## src/rtl/arb_rr_tagged.sv

```systemverilog
// N-requester memory arbiter: round-robin or fixed-priority grant into a single
// registered request slot, with per-read transaction IDs used to route responses back.
module arb_rr_tagged #(
  parameter int NUM_REQ    = 2,
  parameter int PA_WIDTH   = 32,
  parameter int LINE_WIDTH = 128,
  parameter int ID_WIDTH   = 2,
  parameter int RR_MODE    = 1
) (
  input  logic                          clk,
  input  logic                          rst,
  input  logic [NUM_REQ-1:0]            i_req_enable,
  input  logic [NUM_REQ-1:0]            i_req_write,
  input  logic [NUM_REQ*PA_WIDTH-1:0]   i_req_addr,
  input  logic [NUM_REQ*LINE_WIDTH-1:0] i_req_data,
  output logic [NUM_REQ-1:0]            o_req_grant,
  output logic [ID_WIDTH-1:0]           o_req_id,
  output logic                          o_mem_enable,
  output logic                          o_mem_write,
  output logic [PA_WIDTH-1:0]           o_mem_addr,
  output logic [LINE_WIDTH-1:0]         o_mem_data,
  output logic [ID_WIDTH-1:0]           o_mem_id,
  input  logic                          i_mem_full,
  input  logic                          i_mem_resp_enable,
  input  logic [ID_WIDTH-1:0]           i_mem_resp_id,
  input  logic [LINE_WIDTH-1:0]         i_mem_resp_data,
  output logic [NUM_REQ-1:0]            o_resp_enable,
  output logic [LINE_WIDTH-1:0]         o_resp_data,
  output logic [ID_WIDTH-1:0]           o_resp_id,
  output logic [ID_WIDTH:0]             o_outstanding,
  output logic                          o_err_spurious
);

  localparam int NUM_IDS = 1 << ID_WIDTH;
  localparam int PTR_W   = (NUM_REQ > 1) ? $clog2(NUM_REQ) : 1;
  localparam int OUT_W   = ID_WIDTH + 1;

  logic [PTR_W-1:0]      ptr_q, ptr_d;
  logic                  mem_enable_q, mem_enable_d;
  logic                  mem_write_q, mem_write_d;
  logic [PA_WIDTH-1:0]   mem_addr_q, mem_addr_d;
  logic [LINE_WIDTH-1:0] mem_data_q, mem_data_d;
  logic [ID_WIDTH-1:0]   mem_id_q, mem_id_d;
  logic [NUM_IDS-1:0]    id_valid_q, id_valid_d;
  logic [PTR_W-1:0]      id_owner_q [NUM_IDS];
  logic [PTR_W-1:0]      id_owner_d [NUM_IDS];
  logic [NUM_REQ-1:0]    resp_enable_q, resp_enable_d;
  logic [LINE_WIDTH-1:0] resp_data_q, resp_data_d;
  logic [ID_WIDTH-1:0]   resp_id_q, resp_id_d;
  logic [OUT_W-1:0]      outstanding_q, outstanding_d;
  logic                  err_spurious_q, err_spurious_d;

  logic                  load_ok;
  logic                  free_exists;
  logic [ID_WIDTH-1:0]   free_id;
  logic [NUM_REQ-1:0]    eligible;
  logic                  found_lo, found_hi;
  logic [PTR_W-1:0]      win_lo, win_hi, win;
  logic                  grant_valid, grant_read;
  logic                  sel_write;
  logic [PA_WIDTH-1:0]   sel_addr;
  logic [LINE_WIDTH-1:0] sel_data;
  logic [NUM_REQ-1:0]    req_grant;
  logic                  resp_hit;

  assign load_ok  = !mem_enable_q || !i_mem_full;
  assign resp_hit = i_mem_resp_enable && id_valid_q[i_mem_resp_id];

  // NOTE: every signal written in always_comb gets a default first, so no path can infer a latch.
  always_comb begin
    free_exists = 1'b0;
    free_id     = '0;
    for (int j = NUM_IDS - 1; j >= 0; j--) begin
      if (!id_valid_q[j]) begin
        free_exists = 1'b1;
        free_id     = ID_WIDTH'(j);
      end
    end
  end

  // Two passes: lowest eligible at/above the pointer, else lowest overall (the wrap).
  always_comb begin
    eligible = i_req_enable & (i_req_write | {NUM_REQ{free_exists}});
    found_lo = 1'b0;
    found_hi = 1'b0;
    win_lo   = '0;
    win_hi   = '0;
    for (int i = NUM_REQ - 1; i >= 0; i--) begin
      if (eligible[i]) begin
        found_lo = 1'b1;
        win_lo   = PTR_W'(i);
        if (PTR_W'(i) >= ptr_q) begin
          found_hi = 1'b1;
          win_hi   = PTR_W'(i);
        end
      end
    end
    win         = (RR_MODE != 0 && found_hi) ? win_hi : win_lo;
    grant_valid = load_ok && found_lo && !rst;
  end

  always_comb begin
    sel_write = 1'b0;
    sel_addr  = '0;
    sel_data  = '0;
    req_grant = '0;
    for (int i = 0; i < NUM_REQ; i++) begin
      if (win == PTR_W'(i)) begin
        sel_write    = i_req_write[i];
        sel_addr     = i_req_addr[i*PA_WIDTH +: PA_WIDTH];
        sel_data     = i_req_data[i*LINE_WIDTH +: LINE_WIDTH];
        req_grant[i] = grant_valid;
      end
    end
  end

  assign grant_read  = grant_valid && !sel_write;
  assign o_req_grant = req_grant;
  assign o_req_id    = grant_read ? free_id : '0;

  always_comb begin
    mem_enable_d = mem_enable_q;
    mem_write_d  = mem_write_q;
    mem_addr_d   = mem_addr_q;
    mem_data_d   = mem_data_q;
    mem_id_d     = mem_id_q;
    ptr_d        = ptr_q;
    if (load_ok) begin
      mem_enable_d = grant_valid;
      if (grant_valid) begin
        mem_write_d = sel_write;
        mem_addr_d  = sel_addr;
        mem_data_d  = sel_data;
        mem_id_d    = grant_read ? free_id : '0;
        ptr_d       = (win == PTR_W'(NUM_REQ - 1)) ? '0 : win + PTR_W'(1);
      end
    end
  end

  // Allocation picks from the pre-edge table, so it can never collide with the ID freed here.
  always_comb begin
    id_valid_d     = id_valid_q;
    id_owner_d     = id_owner_q;
    resp_enable_d  = '0;
    resp_data_d    = resp_data_q;
    resp_id_d      = resp_id_q;
    err_spurious_d = i_mem_resp_enable && !resp_hit;
    outstanding_d  = outstanding_q;
    if (resp_hit) begin
      id_valid_d[i_mem_resp_id] = 1'b0;
      resp_data_d               = i_mem_resp_data;
      resp_id_d                 = i_mem_resp_id;
      for (int i = 0; i < NUM_REQ; i++) begin
        resp_enable_d[i] = (id_owner_q[i_mem_resp_id] == PTR_W'(i));
      end
    end
    if (grant_read) begin
      id_valid_d[free_id] = 1'b1;
      id_owner_d[free_id] = win;
    end
    case ({grant_read, resp_hit})
      2'b10:   outstanding_d = outstanding_q + OUT_W'(1);
      2'b01:   outstanding_d = outstanding_q - OUT_W'(1);
      default: outstanding_d = outstanding_q;
    endcase
  end

  // NOTE: sequential state uses non-blocking assignments so every flop samples pre-edge values.
  always_ff @(posedge clk) begin
    if (rst) begin
      ptr_q          <= '0;
      mem_enable_q   <= 1'b0;
      mem_write_q    <= 1'b0;
      mem_addr_q     <= '0;
      mem_data_q     <= '0;
      mem_id_q       <= '0;
      id_valid_q     <= '0;
      // NOTE: the owner table is a handful of flops, so it is cleared with the valid bits rather than left X.
      for (int j = 0; j < NUM_IDS; j++) id_owner_q[j] <= '0;
      resp_enable_q  <= '0;
      resp_data_q    <= '0;
      resp_id_q      <= '0;
      outstanding_q  <= '0;
      err_spurious_q <= 1'b0;
    end else begin
      ptr_q          <= ptr_d;
      mem_enable_q   <= mem_enable_d;
      mem_write_q    <= mem_write_d;
      mem_addr_q     <= mem_addr_d;
      mem_data_q     <= mem_data_d;
      mem_id_q       <= mem_id_d;
      id_valid_q     <= id_valid_d;
      id_owner_q     <= id_owner_d;
      resp_enable_q  <= resp_enable_d;
      resp_data_q    <= resp_data_d;
      resp_id_q      <= resp_id_d;
      outstanding_q  <= outstanding_d;
      err_spurious_q <= err_spurious_d;
    end
  end

  assign o_mem_enable   = mem_enable_q;
  assign o_mem_write    = mem_write_q;
  assign o_mem_addr     = mem_addr_q;
  assign o_mem_data     = mem_data_q;
  assign o_mem_id       = mem_id_q;
  assign o_resp_enable  = resp_enable_q;
  assign o_resp_data    = resp_data_q;
  assign o_resp_id      = resp_id_q;
  assign o_outstanding  = outstanding_q;
  assign o_err_spurious = err_spurious_q;

endmodule

```

## config.mk

```make
export PLATFORM = sky130hd
export DESIGN_NAME = arb_rr_tagged
export DESIGN_NICKNAME = d
export VERILOG_FILES = /design/src/rtl/arb_rr_tagged.sv
export SDC_FILE = /design/constraint.sdc
export NUM_CORES = 1
export LEC_CHECK = 0
export ABC_AREA = 1
export CORE_AREA = 2 2 293 295
export CTS_BUF_LIST = sky130_fd_sc_hd__clkbuf_4
export DETAILED_ROUTE_END_ITERATION = 6
export DIE_AREA = 0 0 295 297
export GPL_ROUTABILITY_DRIVEN = 0
export PLACE_DENSITY = 0.47
export SETUP_SLACK_MARGIN = 0.02
export SYNTH_ARGS = -nofsm -noshare
export SYNTH_HDL_FRONTEND = slang
export SYNTH_SLANG_ARGS = --single-unit
```

## constraint.sdc

```tcl
create_clock -name clk -period 6.18 [get_ports clk]
set_input_delay 0.927 -clock clk [delete_from_list [all_inputs] [get_ports clk]]
set_output_delay 0.927 -clock clk [all_outputs]
set_load 0.005 [all_outputs]
```

After elaboration in Yosys (flattened, before gate mapping)
Index checks and enable logic that the tools add are counted.

operators by class
  bitwise gates (word level) = 9
  shifts and indexed selects = 0
  mux-type cells = 40
  div/mod/pow operators = 0
  reduce and logical (&&, ||, !) cells = 17
  add/subtract/negate cells = 3
  equality and inequality tests = 2
  multipliers = 0
  order comparisons = 9

operators by type and width
  kind                   count
  $mux W128              1
  $mux W32               1
  $mux W1                24
  $mux W2                5
  $logic_and A1 B1 Y1    8
  $mux W4                2
  $demux W1 S2           3
  $ge A3 B3 Y1 const B   2
  $lt A2 B3 Y1 const B   2
  $not A2 Y3             2
  $pmux W3 S2            1
  $logic_not A1 Y1       5
  $and A4 B4 Y4          1
  $bmux W1 S2            2
  $bwmux W4              1
  $ge A2 B1 Y1 const B   2
  $not A4 Y4             1
  $or A4 B4 Y4           1
  $add A3 B1 Y3 const B  1
  $lt A3 B1 Y1 const B   1
  $sub A3 B1 Y3 const B  1
  $and A2 B2 Y2          1
  $eq A2 B1 Y1 const B   1
  $eq A2 B2 Y1 const B   1
  8 further kinds        10

word-level totals
  output and inout port bits = 304
  memories = 0
  memory bits (writable) = 0
  bits of input ports = 458
  logic and storage cells = 96
  bits in registers = 309
  latch bits = 0
  ROM bits = 0

Depth between registers and ports, before layout
  depth after elaboration = 15
  mapped depth = 14
  gate-level depth less buffers = 14

Worst setup path before layout
Ideal clock, no wire load.

  path kind = input to register
  from = input i_mem_resp_id[1]
  to = register outstanding_q[2], in the netlist o_outstanding[2]
  required time = 6058 ps
  arrival = 2709 ps
  slack = 3349 ps
  path buffers = 1
  library setup time = 122 ps
  stages on the path = 13
  cell sequence = inv_1 -> nand2_1 -> o2111ai_1 -> nand2_2 -> inv_2 -> buf_2 -> ha_1 -> inv_1 -> fa_1 -> a21oi_1 -> o21ai_0 -> o21ai_0 -> a21oi_1

on the way
  cells in the longest elaborated chain, start to end = 5
  elaborated cells between the ends (all ways) = 7
  classes of those cells = eq/ne: 2; mux: 3; reduce/logical: 2

ends and longest elaborated chain
  what                                                      RTL line  source
  start: declaration                                        25        input logic [ID_WIDTH-1:0] i_mem_resp_id,
  $bmux W1 S2 (*)                                           67        assign resp_hit = i_mem_resp_enable && id_valid_q[i_mem_resp_id];
  $mux W1 (not written as such) (*)                         67
  $logic_and A1 B1 Y1 (*)                                   67
  via resp_hit                                              64        logic resp_hit;
  $eq A2 B1 Y1 / $eq A2 B2 Y1 (equally long branches)       161       case ({grant_read, resp_hit})
  $pmux W3 S2 / $reduce_bool A2 Y1 (equally long branches)  -
  end signal: assignment                                    197       outstanding_q <= outstanding_d;
  end: declaration                                          50        logic [OUT_W-1:0] outstanding_q, outstanding_d;

Mark *: on every way through the listed nets, which the timed path passes. The rest lies on a longest branch. The select of a mux whose other input is x is not followed.
A chain may end at the register's enable or synchronous reset.

Final worst setup path
  from = input i_req_write[0]
  to = output o_req_id[0]

on the way
  cells in the longest elaborated chain, start to end = 8
  elaborated cells between the ends (all ways) = 13
  classes of those cells = mux: 7; bitwise: 2; reduce/logical: 4

ends and longest elaborated chain
  what                     RTL line  source
  start: declaration       13        input logic [NUM_REQ-1:0] i_req_write,
  $or A2 B2 Y2             83        eligible = i_req_enable & (i_req_write | {NUM_REQ{free_exists}});
  $and A2 B2 Y2            83
  $mux W1                  89        if (eligible[i]) begin
  $mux W1                  98        win = (RR_MODE != 0 && found_hi) ? win_hi : win_lo;
  $mux W1                  108       if (win == PTR_W'(i)) begin
  $logic_not A1 Y1         117       assign grant_read = grant_valid && !sel_write;
  $logic_and A1 B1 Y1 (*)  117
  $mux W2 (*)              119       assign o_req_id = grant_read ? free_id : '0;
  end: declaration         17        output logic [ID_WIDTH-1:0] o_req_id,

Every way passes the cells marked *; elsewhere a longest branch is shown, timed or not.

==> results by group <==
Status
  – Status: complete, no violations

Worst setup path
  – Worst reg-to-reg setup slack: 3130 ps
  – Crit Path Max Fanout: 19
  – WP data required: 5250 ps
  – RR Endpoint: o_mem_data[122]$_SDFFE_PP0P_
  – FF-to-FF Start: id_valid_q[1]$_SDFF_PP0_
  – R2R depth: 12
  – Worst setup SP type: primary input
  – Crit Path Class: primary input to output port
  – Crit path DAT: 3560 ps
  – CP endpoint kind: output port

Logic synthesis
  – Mapped Avg Cell Area: 6.75 um2
  – Mapped Area: 12900 um2
  – Top cells by area, synth: dfxtp_1 48%, nand2_1 24%, nor2_1 8.1%
  – Post-synth EDFFs: 0
  – Cells after synthesis: 1910
  – Top cells by count, synth: 830 x nand2_1, 309 x dfxtp_1, 277 x nor2_1
  – Cell variety after synth: 28
  – Ys flop type: dfxtp_1
  – Post-synth top area cell: dfxtp_1
  – Yosys reg bits: 309
  – Post-synth net total: 2370
  – Fraction of registers with async set/reset: 0%
  – Top cell type's share of synthesized area: 47.9%
  – Most frequent cell after synthesis: nand2_1
  – Post-synthesis sequential area ratio: 47.9%
  – Yosys Warn Count: 0

Clock network
  – Num Clock Sinks: 309
  – Root Buffer: clkbuf_4
  – CTS tree: yes
  – Post-CTS repair timing setup buffer count: 0
  – PostCTS Resize Cnt: 0
  – CTS Hold Bufs: 0
  – Clock Path Buffers: 3
  – Clk slew on worst S/H paths: 60 ps
  – Inserted Clock Buffers: 101
  – H-tree depth: 3
  – Worst-Skew Late Latency: 840 ps

Hold path
  – Hold/Removal Path Class: flip-flop to flip-flop
  – Worst Hold Path EP: o_outstanding[2]$_SDFFE_PP0P_
  – WHS Path Cells: 2
  – Worst Hold Launch: o_outstanding[2]$_SDFFE_PP0P_

Pwr
  – Comb power frac: 18.1%
  – VDD IR-drop max: 0.136 mV
  – Part of the power in registers: 40.8%
  – Sw frac: 28.3%
  – Internal power: 3.74 mW
  – Total power per unit cell area: 230 nW/um2
  – Static Leak: 8.90 nW
  – Switching Power: 1.48 mW
  – Clock Power Share: 41.1%

Timing
  – Max-slew violation count: 0
  – Clock Skews: 67.0 ps
  – TNS Setup: 0 ps
  – Final setup violation count: 0
  – Highest Clock Rate: 223 MHz
  – RSZ-0062 raised after global routing: no
  – Final worst-path cycle share: 72.7%
  – Final Hold Violating Endpoints: 0
  – Worst Tran Pin Value: 956 ps
  – Minimum clock period: 4490 ps
  – Relative slew slack: 36.3%

GRT
  – First-pass GRT wire length: 92400 um
  – Gr usage total: 14.0%
  – Initial antenna violation count: 6
  – Total grt overflow: 0
  – Largest net degree at the start of global routing: 151
  – Vias in the first global route: 14300

Drt
  – DR vias/cell: 3.80
  – Post-route DRC violation count: 0
  – Vias: 14700
  – DRT Wirelength: 63700 um
  – Final antenna-violating net count: 0
  – Iteration count of the initial detailed-routing pass: 6
  – Routed len/inst: 16.4 um
  – DR iter-0 viols: 693

Cells and area
  – Nets@finish: 3116
  – Area of the multi-input gates: 5930 um2
  – Fill cells: 9407
  – FF+latch area: 6190 um2
  – Final instance area: 22700 um2
  – Fraction of layout cells with a size suffix above 1: 6.64%
  – Area grow syn2layout: 75.9%

Floorplanning
  – Starting Density: 15.3%
  – Die ar.: 87600 um2
  – # IOs: 762
  – Core Footprint: 84500 um2
  – DIE WIDTH: 295 um
  – Row count: 107
  – Die Span Y: 297 um

Run
  – Max-Cap Viols: 0

Placement
  – Cell Area, Placed: 21400 um2
  – Dpl hpwl: 45900 um
  – IO Port Bufs: 761
## critical path: stages
cell and delay (ps):
clkdlybuf4s50_1 510, inv_1 50, nand2_1 90, nand2_1 90
a21oi_4 610, nand4_1 550, inv_1 180, clkdlybuf4s50_1 540
## placed cells by master, fill, tap and decap left out, types with 3 or more instances in the layout
| cell | instances |
|---|---|
| nand4_1 | 6 |
| buf_4 | 13 |
| inv_6 | 3 |
| clkdlybuf4s50_1 | 760 |
| dfxtp_1 | 309 |
| nand2_1 | 830 |
| o21ai_0 | 136 |
| clkinv_1 | 19 |
| diode_2 | 9 |
| inv_1 | 22 |
| clkbuf_4 | 143 |
| clkinv_2 | 5 |
| nand3_1 | 5 |
| a21oi_1 | 171 |
| nor2_1 | 277 |
## per-stage QoR
step | cells | util (%) | hold WS [ps] | setup slack, ps | power [mW]
floorplan | 1910 | - | 455 | 3350 | 2.53
global placement | 3697 | 25.3 | 452 | 1530 | 3.13
detailed placement | 3697 | 25.3 | 453 | 1520 | 3.13
CTS | 3870 | 26.8 | 358 | 1380 | 5.37
global route | 3878 | 26.9 | 366 | 1260 | 5.56
finish | 3879 | 26.9 | 461 | 1690 | 5.22
## sequential cells by signal, summed over array words and instances, names as in the netlist
signal and cells:
o_resp_enable 2, o_mem_enable 1, ptr_q 1, id_valid_q 4, o_resp_data 128, o_err_spurious 1
o_mem_write 1, o_outstanding 3, o_resp_id 2, o_mem_addr 32, o_mem_id 2, o_mem_data 128
id_owner_q 4
## power groups by stage
stage          clock, mW  combinational [mW]  sequential (mW)
4_1_cts             2.28               0.965             2.13
5_1_grt             2.38                1.04             2.14
2_1_floorplan          0               0.351             2.18
6_report            2.14               0.945             2.13
3_5_place_dp           0               0.959             2.17
3_3_place_gp           0               0.963             2.17
## layer usage
layer / up-vias / GRT usage, % / routed length, um
met3: 129 / 4.46 / 4400
li1: 7549 / - / -
met1: 6575 / 16.8 / 27000
met5: - / 0 / 9
met2: 474 / 23.2 / 30200
met4: 2 / 5.41 / 2190
## cell type report
type / instances / area share, %
repair buffers: 776 / 34.2
flip-flops and latches: 309 / 27.3
multi-input cells: 1442 / 26.1
well taps: 1144 / 6.31
clock buffers: 143 / 4.73
clock inverters: 30 / 0.832
inverters: 26 / 0.491
diodes: 9 / 0.0992
## cells by family (layout without fill, tap and decap cells)
group / after synthesis / after routing / share of synthesized area [%]
other: 0 / 9 / 0
buffers and inverters: 159 / 975 / 6.27
adder cells (fa/ha/maj): 2 / 2 / 0.252
flip-flops: 309 / 309 / 47.9
AND/OR/NAND/NOR: 1126 / 1126 / 33.2
AO/OA/AOI/OAI: 314 / 314 / 12.4
## worst max-delay path by stage
stage                     slack, ps                            end  cells past startpoint                from
after floorplan                3350  o_outstanding[2]$_SDFFE_PP0P_                     13    i_mem_resp_id[1]
after global placement         1530                 o_req_grant[0]                      9      i_req_write[0]
after detailed placement       1520                 o_req_grant[0]                      9      i_req_write[0]
after CTS                      1380                 o_req_grant[0]                      7  ptr_q$_SDFFE_PP0P_
after global routing           1260                 o_req_grant[0]                      7  ptr_q$_SDFFE_PP0P_
final                          1690                    o_req_id[0]                      8      i_req_write[0]
Note: power is estimated with default switching activity, not from simulation.
==> edit, RTL diff (same settings) <==
`RR_MODE`: 1 -> 0.
--- a/src/rtl/arb_rr_tagged.sv
+++ b/src/rtl/arb_rr_tagged.sv
@@ -6,5 +6,5 @@
   parameter int LINE_WIDTH = 128,
   parameter int ID_WIDTH   = 2,
-  parameter int RR_MODE    = 1
+  parameter int RR_MODE    = 0
 ) (
   input  logic                          clk,
Formal check against the unedited RTL: not equivalent (Yosys sat finds a counterexample within 4 cycles, from zero or initial values and one cycle with rst high).
==> edit against the unedited design <==
Clock skew grew 26 ps; area after synthesis shrank 1.6%; sequential cell count shrank 1; setup slack gained 340 ps; count of clock-buffer cells in the layout shrank 7; total power shrank 4.9%; cell area shrank 0.82%; maximum frequency grew 8.2%; routed wire length grew 5.9%.
==> edit: results (changes against the unedited design) <==
| Metric | Value |
|---|---|
| Status | completed |
| GRT Util Overall | 0.1481 (+0.008101) |
| Worst Hold Class | flop to flop |
| Post-synth EDFFs | 0 (unchanged) |
| Post-Synthesis Cells | 1895 (-0.79%) |
| Worst-Skew Late Latency | 870 ps (+30 ps) |
| Post-synthesis xor/xnor area fraction | 0 (unchanged) |
| Met3 wire len | 7.958 mm (+81%) |
| Setup Skew | 92.94 ps (+25.97 ps) |
| Vias per cell | 3.757 (-1.1%) |
| Met2 WL | 31.78 mm (+5.4%) |
| Top_reg_cell synth | dfxtp_1 |
| Post-synthesis mux area share | 0 (unchanged) |
| Slowest cell on crit path | clkdlybuf4s50_1 |
| Metal-1 WL | 24.93 mm (-7.6%) |
| Post-synthesis sequential area ratio | 0.4855 (+0.006029) |
| Post-CTS resize count | 0 (unchanged) |
| NumNets Final | 3114 (-0.064%) |
| Avg WL per Cell | 17.53 um (+6.7%) |
| CTS Root Cell | clkbuf_4 |
| Met2 Usage GRT | 0.2537 (+0.02213) |
| CP arrival | 3220 ps (-340 ps) |
| Post-synth ARST share | 0 (unchanged) |
| Number of iterations in the first detailed-routing pass | 4 (-2) |
| First-pass GRT wire length | 96.21 mm (+4.2%) |
| Top cells by count, synth | nand2_1 (676), dfxtp_1 (308), nor2_1 (272) |
| Initial DRC Count | 593 (-14%) |
| Max clock buf depth | 3 (unchanged) |
| Critical Path Fanout Max | 64 (+45) |
| Met3 Use GR | 0.07412 (+0.02951) |
| Synth Area in Compound Gates | 0.06069 (-0.06287) |
| DP Area | 0.02139 sq mm (-0.13%) |
| Largest net degree at the start of global routing | 108 (-28%) |
| Cts bufs inserted | 97 (-4.0%) |
| Slew @ Worst Pin | 1021 ps (+64.87 ps) |
| Drt total wl | 67.53 mm (+5.9%) |
| Vias in the first global route | 14550 (+1.5%) |
| Placed cells | 3699 (+0.054%) |
| Cell family with most CP delay | buffers and inverters |
| Sw frac | 0.2805 (-0.002266) |
| Leak | 10.23 nW (+15%) |
| Mapped Nets | 2355 (-0.63%) |
| Max Used Layer | met5 |
| Postcts setup bufs | 0 (unchanged) |
| Met1 GRT Util | 0.1512 (-0.01653) |
| Largest stage delay, worst path | 730 ps (+120 ps) |
| Detail Placement HPWL | 50.11 mm (+9.2%) |
| Synth Area in Adders | 0.002562 (+0.00004000) |
| Synth cell types | 25 (-11%) |
| Share of layout cells above drive strength 1 | 0.06206 (-0.004336) |
| Synth top area cells | dfxtp_1 (49%), nand2_1 (20%), nor2_1 (8.0%), nand3_1 (6.6%), inv_1 (5.6%) |
| Reg clk slew, reported paths | 50 ps |
| Max IR drop VDD | 0.0001297 V (-4.8%) |
| Initial antenna violation count | 11 (+5) |
edit: changes by cell type in the layout (fill, tap and decap cells not counted), moves of 7 or more:
| cell | delta |
|---|---|
| diode_2 | -7 |
| nand3_1 | +161 |
| clkbuf_4 | -7 |
| a21oi_1 | -155 |
| nand2_1 | -154 |
| clkinv_1 | -11 |
| inv_1 | +165 |
edit: stage by stage:
step                      setup slack (ps)    util  hold slack [ps]
after floorplan                       3307       -            452.3
after global placement                1988  0.2532            455.7
after detailed placement              1979  0.2532            452.5
after CTS                             1971  0.2664            462.0
after global routing                  1843  0.2665            501.2
final                                 2029  0.2665            463.7
edit: power by group through the flow:
| stage | Combinational (mW) | Sequential, mW | Clock [mW] |
|---|---|---|---|
| after floorplan | 0.256 | 2.17 | 0 |
| after global placement | 0.856 | 2.18 | 0 |
| after detailed placement | 0.853 | 2.18 | 0 |
| after CTS | 0.860 | 2.14 | 2.10 |
| after global routing | 0.922 | 2.14 | 2.19 |
| final | 0.840 | 2.14 | 1.98 |
edit: worst paths after layout:
check	start	to	slack [ps]	cells after the start
worst max-delay path	rst	o_req_id[0]	2030	8
worst min-delay path	o_outstanding[2]$_SDFFE_PP0P_	o_outstanding[2]$_SDFFE_PP0P_	460	2
worst max register to register	id_valid_q[1]$_SDFF_PP0_	o_mem_data[41]$_SDFFE_PP0P_	3360	12
worst min register to register	o_outstanding[2]$_SDFFE_PP0P_	o_outstanding[2]$_SDFFE_PP0P_	460	2
edit: worst min-delay path, cell delays in order (launching register included):
cell	delay, ps
dfxtp_1	300
inv_1	60
a21oi_1	50
edit: final cells by class:
cell class	count	area, sq um
fillers	9375	61970
repair buffers	775	7747
flip-flops and latches	308	6166
multi-input cells	1283	5321
well taps	1144	1431
clock buffers	136	1021
inverters	189	719.4
clock inverters	16	100.1
diodes	2	5.005
